==> src/rtl/param_seq_detector.sv <==
// Serial bit-sequence detector with a runtime-loadable pattern.
// Supports overlapping or non-overlapping matches and has a saturating match counter.
module param_seq_detector #(
  parameter int                 PAT_W   = 4,
  parameter int                 CNT_W   = 8,
  parameter logic [PAT_W-1:0]   RST_PAT = 4'b1011
) (
  input  logic             clk,
  input  logic             rst,
  input  logic             en,
  input  logic             i,
  input  logic             pat_load,
  input  logic [PAT_W-1:0] pat_in,
  input  logic             overlap,
  input  logic             clr_cnt,
  output logic             match,
  output logic [CNT_W-1:0] match_cnt,
  output logic             cnt_sat,
  output logic             armed
);

  localparam int FILL_W = $clog2(PAT_W + 1);
  localparam logic [FILL_W-1:0] FULL    = FILL_W'(PAT_W);
  localparam logic [FILL_W-1:0] FULL_M1 = FILL_W'(PAT_W - 1);
  localparam logic [CNT_W-1:0]  CNT_MAX = '1;

  typedef enum logic {
    S_FILL,
    S_ARMED
  } state_t;

  state_t             state_q, state_d;
  logic [PAT_W-1:0]   pat_q, pat_d;
  logic [PAT_W-1:0]   hist_q, hist_d;
  logic [FILL_W-1:0]  fill_q, fill_d;
  logic [CNT_W-1:0]   cnt_q, cnt_d;
  logic               match_q, match_d;
  logic [PAT_W-1:0]   cand;
  logic               hit;

  assign cand = {hist_q[PAT_W-2:0], i};

  // fill gates the compare so bits from before a restart never count
  always_comb begin
    pat_d  = pat_q;
    hist_d = hist_q;
    fill_d = fill_q;
    hit    = 1'b0;
    if (pat_load) begin
      pat_d  = pat_in;
      hist_d = '0;
      fill_d = '0;
    end else if (en) begin
      hist_d = cand;
      hit    = (fill_q >= FULL_M1) && (cand == pat_q);
      if (hit && !overlap) begin
        hist_d = '0;
        fill_d = '0;
      end else if (hit) begin
        fill_d = FULL;
      end else if (fill_q != FULL) begin
        fill_d = fill_q + FILL_W'(1);
      end
    end
  end

  always_comb begin
    state_d = state_q;
    unique case (state_q)
      S_FILL: begin
        if (!pat_load && en && (fill_d == FULL))
          state_d = S_ARMED;
      end
      S_ARMED: begin
        if (pat_load || (hit && !overlap))
          state_d = S_FILL;
      end
      default: state_d = S_FILL;
    endcase
  end

  always_comb begin
    match_d = hit;
    cnt_d   = cnt_q;
    if (clr_cnt)
      cnt_d = hit ? CNT_W'(1) : '0;
    else if (hit && (cnt_q != CNT_MAX))
      cnt_d = cnt_q + CNT_W'(1);
  end

  always_ff @(posedge clk) begin
    if (!rst) begin
      state_q <= S_FILL;
      pat_q   <= RST_PAT;
      hist_q  <= '0;
      fill_q  <= '0;
      cnt_q   <= '0;
      match_q <= 1'b0;
    end else begin
      state_q <= state_d;
      pat_q   <= pat_d;
      hist_q  <= hist_d;
      fill_q  <= fill_d;
      cnt_q   <= cnt_d;
      match_q <= match_d;
    end
  end

  assign match     = match_q;
  assign match_cnt = cnt_q;
  assign cnt_sat   = (cnt_q == CNT_MAX);
  assign armed     = (state_q == S_ARMED);

endmodule

==> config.mk <==
export PLATFORM = sky130hd
export DESIGN_NAME = param_seq_detector
export DESIGN_NICKNAME = d
export VERILOG_FILES = /design/src/rtl/param_seq_detector.sv
export SDC_FILE = /design/constraint.sdc
export NUM_CORES = 1
export LEC_CHECK = 0
export CORE_MARGIN = 2
export CORE_UTILIZATION = 65
export DETAILED_ROUTE_END_ITERATION = 10
export DONT_BUFFER_PORTS = 1
export PLACE_DENSITY = 0.88
export RECOVER_POWER = 100
export SYNTH_ARGS = -nofsm -noshare
export SYNTH_HDL_FRONTEND = slang
export SYNTH_SLANG_ARGS = --single-unit
==> constraint.sdc <==
create_clock -name clk -period 2.89 [get_ports clk]
set_input_delay 0.289 -clock clk [delete_from_list [all_inputs] [get_ports clk]]
set_output_delay 0.289 -clock clk [all_outputs]
set_load 0.05 [all_outputs]
# Yosys cells after proc, flatten, opt, wreduce, memory -nomap -nowiden
# Index checks and enable logic that the tools add are counted.
[word_totals]
word_cells = 41
regBits = 20
output_inout_bits = 11
[classes]
bitwise = 2
magnitude_cmp = 1
muxes = 14
reduce_logical = 11
addsub = 2
eq_ne = 5
[op_table]
columns = ["cell", "count"]
rows = [
  ["$mux W3", 6],
  ["$mux W8", 2],
  ["$add A8 B1 Y8 const B", 1],
  ["$eq A8 B8 Y1 const B", 1],
  ["$ne A8 B8 Y1 const B", 1],
  ["$logic_and A1 B1 Y1", 6],
  ["$mux W1", 5],
  ["$eq A4 B4 Y1", 1],
  ["$add A3 B1 Y3 const B", 1],
  ["$eq A3 B3 Y1 const B", 1],
  ["$ge A3 B2 Y1 const B", 1],
  ["$ne A3 B3 Y1 const B", 1],
  ["$logic_not A1 Y1", 2],
  ["$not A1 Y1", 2],
  ["$pmux W1 S2", 1],
  ["$reduce_bool A2 Y1", 1],
  ["$reduce_or A2 Y1", 1],
  ["$logic_or A1 B1 Y1", 1],
]

# Logic depth before layout (Yosys ltp)
[depth]
word_depth = 10
mapped_depth = 7
ltp_nobuf = 7

# Worst setup path before layout
# Ideal clock, no wire load.
[synth_timing]
path_type = "register -> register"
startpoint = "reg cnt_q[0] (netlist: match_cnt[0])"
endpoint = "reg cnt_q[7] (netlist: match_cnt[7])"
stages_incl_launch_ff = 8
setup_ps = 70
path_buffers = 0
slack_ps = 885
arrival_ps = 1935
required_time_ps = 2820
cell_sequence = "dfxtp_1 ha_1 nand3_1 or2_2 inv_2 or3_1 or3_1 a21oi_1"
[synth_between]
elab_chain_cells = 3
word_cells_on_any_way = 6
[synth_lines]
columns = ["item", "line_no", "rtl"]
rows = [
  ["start: declaration", "36", "logic [CNT_W-1:0] cnt_q, cnt_d;"],
  ["start signal: assignment", "104", "cnt_q <= cnt_d;"],
  ["$add A8 B1 Y8 / $ne A8 B8 Y1 (equally long branches)", "88, 87", ""],
  ["$mux W8 / $logic_and A1 B1 Y1 (equally long branches)", "87", "else if (hit && (cnt_q != CNT_MAX))"],
  ["$mux W8 / $reduce_bool A2 Y1 (equally long branches)", "n/a", ""],
]
# Parallel ways exist; a longest one is shown, timed or not. The select of a mux whose other input is x is not followed.
# A chain may end at the register's enable or synchronous reset.

# Worst setup path in the final report
[layout_timing]
startpoint = "reg cnt_q[4] (netlist: match_cnt[4])"
endpoint = "out cnt_sat"
[layout_between]
elab_chain_cells = 1
[layout_lines]
columns = ["item", "line_no", "rtl"]
rows = [
  ["$eq A8 B8 Y1", "111", "assign cnt_sat = (cnt_q == CNT_MAX);"],
  ["end: declaration", "18", "output logic cnt_sat,"],
]
# Every way passes these cells.

==> results.py <==
metrics = {
    "outcome": {
        "status": "finished clean",
    },
    "flow_run": {
        "cap_violations": 0,
    },
    "floorplan": {
        "pin_count": 22,
        "dieArea_mm2": 0.00191,
        "die_w_um": 43.8,
        "rows": 14,
        "fp.dieH_um": 43.8,
        "start_util_pct": 69.0,
        "core-area_mm2": 0.00149,
    },
    "critical_path": {
        "cp_max_fo": 5,
        "timing.rr.start": "match_cnt[4]",
        "endpoint_kind": "output port",
        "reg2reg_depth": 7,
        "r2r_slack_ps": 510,
        "reg2reg_to": "match_cnt[7]",
        "crit_type": "register to output port",
        "critPathLaunchType": "register",
        "cp-startpoint": "match_cnt[4]",
        "arrival_ps": 2230,
        "cp.required_ps": 2600,
    },
    "grt": {
        "grt_max_degree": 12,
        "grt_use_total_pct": 24.5,
        "first_global_vias": 802,
        "grt_pass1_wl_um": 3510,
        "grt_overflow_total": 0,
        "antenna_found_initial": 0,
    },
    "cts": {
        "cts_sinks": 20,
        "clkSlewWorstSetupHoldPaths_ps": 110,
        "cts_resized": 0,
        "cts_hold_buffers": 0,
        "post-cts-setup-buffers": 0,
        "cts_buffer_depth": 2,
        "htree_levels": 1,
        "clock_latency_ps": 310,
        "cts-buffers-inserted": 3,
        "clockRootBuffer": "clkbuf_4",
        "cts_tree": "yes",
    },
    "detailed_routing": {
        "vias": 769,
        "drc": 0,
        "dr.pass1.iters": 3,
        "avgViaCountPerCell": 5.96,
        "dr.first_iter.drc_count": 7,
        "ant_nets": 0,
        "wirelength_um": 1920,
        "routedWlPerCell_um": 14.9,
    },
    "worst_hold_path": {
        "hold_path_end": "pat_q[3]",
        "min_from": "rst",
        "hold_depth": 1,
        "hold_class": "input pin to register",
    },
    "sta": {
        "period_minus_slack_ps": 2520,
        "hold_ws_ps": 36.9,
        "hold_viol_final": 0,
        "tightest_slew_ps": 759,
        "rsz0062_at_grt": "false",
        "fin_tns_setup_ps": 0,
        "finalSetupViolCount": 0,
        "max_freq_mhz": 397,
        "relSlewSlack_pct": 49.4,
        "clock_skew_ps": 4.30,
        "finalCritPeriodShare_pct": 87.1,
        "slew_viol_final": 0,
    },
    "placement": {
        "port_buffers": 0,
        "gp_congestion": 0.828,
        "dpl.hpwl_um": 1530,
    },
    "finish": {
        "final_nets": 129,
        "drive_gt1_share_pct": 6.19,
        "layout.cells.most_common_list": "dfxtp_1 (20), nor2_1 (9), nand2_1 (9), mux2i_1 (9), a21oi_1 (7)",
        "filler_cell_count": 118,
        "syn_to_final_growth_pct": 1.83,
        "layout_commonest_cell": "dfxtp_1",
        "antenna_cells": 0,
    },
    "logic_synthesis": {
        "synth.distinct_cells": 34,
        "ys_seq_elements": 20,
        "synth_area_mm2": 0.00103,
        "ys_warn_count": 0,
        "synthCells": 110,
        "yosysSeqAreaShare_pct": 39.0,
        "syn_nets": 125,
        "syn_area_per_cell_um2": 9.34,
    },
    "power": {
        "p_leak_nw": 0.421,
        "powerDensity_mw_per_mm2": 456,
        "ir_drop_mv": 0.465,
    },
}
-- synthesized netlist by cell type, drive strengths merged --
library cell,n,area share (%)
mux2i,9,8.8
xor2,5,4.3
o21ba,1,0.97
ha,4,4.9
a21oi,7,3.4
and2,1,0.73
nand2b,3,2.6
or2,1,0.61
nor2b,5,3.0
nor2,9,3.3
nand4,2,1.2
a311oi,1,0.85
o41ai,1,0.85
or3,3,1.8
o211ai,2,1.5
xnor2,2,1.7
o21ai,3,1.5
nor3b,1,0.73
buf,3,1.9
nand4b,1,0.85
or4,2,1.5
and3,2,1.2
nor3,2,3.2
nand2,9,3.3
nand3,4,3.2
dfxtp,20,39
inv,5,1.8
a211oi,1,0.73
o31ai,1,0.73
-- area by class of cell --
cell class / instances / area (um2) / share of cell area [%]
Inverter: 5 / 18.8 / 1.79
Tap cell: 16 / 20.0 / 1.91
Sequential cell: 20 / 400 / 38.3
Timing Repair Buffer: 2 / 7.51 / 0.718
Multi-Input combinational cell: 82 / 563 / 53.8
Clock buffer: 4 / 36.3 / 3.47
-- where the power goes --
part	leakage, nW	switching (mW)	internal (mW)	total (mW)
logic	0.238	0.0134	0.0147	0.0281
registers	0.162	0.00390	0.281	0.284
clock network	0.0210	0.0873	0.0770	0.164
total	0.421	0.105	0.372	0.477
-- stage by stage --
step / power (mW) / instance area, um2 / cells / setup slack (ps) / utilization, %
6_report: 0.477 / 1050 / 129 / 372 / 70.3
5_1_grt: 0.495 / 1050 / 129 / 263 / 70.3
4_1_cts: 0.479 / 1080 / 129 / 590 / 72.4
3_5_place_dp: 0.321 / 1040 / 125 / 761 / 70.0
3_3_place_gp: 0.319 / 1040 / 125 / 848 / 70.0
2_1_floorplan: 0.323 / 1030 / 110 / 885 / -
-- layer usage --
layer	part of all wire, %	global-route usage (%)	vias up
met5	0	0	-
met4	1.1	8.48	0
met3	4.1	5.83	3
met2	49	41.2	15
met1	46	30.6	357
li1	-	-	394
-- worst max-delay path, stage by stage (launching register included) --
cell	delay (ps)
dfxtp_1	320
clkbuf_1	570
nand4_1	250
or2_2	390
inv_1	380
-- kinds of logic after synthesis --
| group | share of synthesized area [%] |
|---|---|
| AND/OR/NAND/NOR | 27.2 |
| flip-flops | 39.0 |
| AO/OA/AOI/OAI | 10.5 |
| multiplexers | 8.77 |
| buffers and inverters | 3.77 |
| XOR/XNOR | 5.97 |
| adder cells (fa/ha/maj) | 4.87 |
-- sequential cells by signal (all words and copies together) (netlist names) --
name	count
armed	1
match_cnt	8
pat_q	4
fill_q	3
match	1
hist_q	3
-- worst max-delay path by stage --
| stage | end | slack, ps | depth (start not counted) |
|---|---|---|---|
| final | cnt_sat | 370 | 4 |
| after floorplan | match_cnt[7] | 890 | 7 |
| after global routing | cnt_sat | 260 | 4 |
| after detailed placement | match_cnt[7] | 760 | 7 |
| after CTS | cnt_sat | 590 | 4 |
| after global placement | match_cnt[7] | 850 | 7 |
Power figures use the tool's default switching activity.
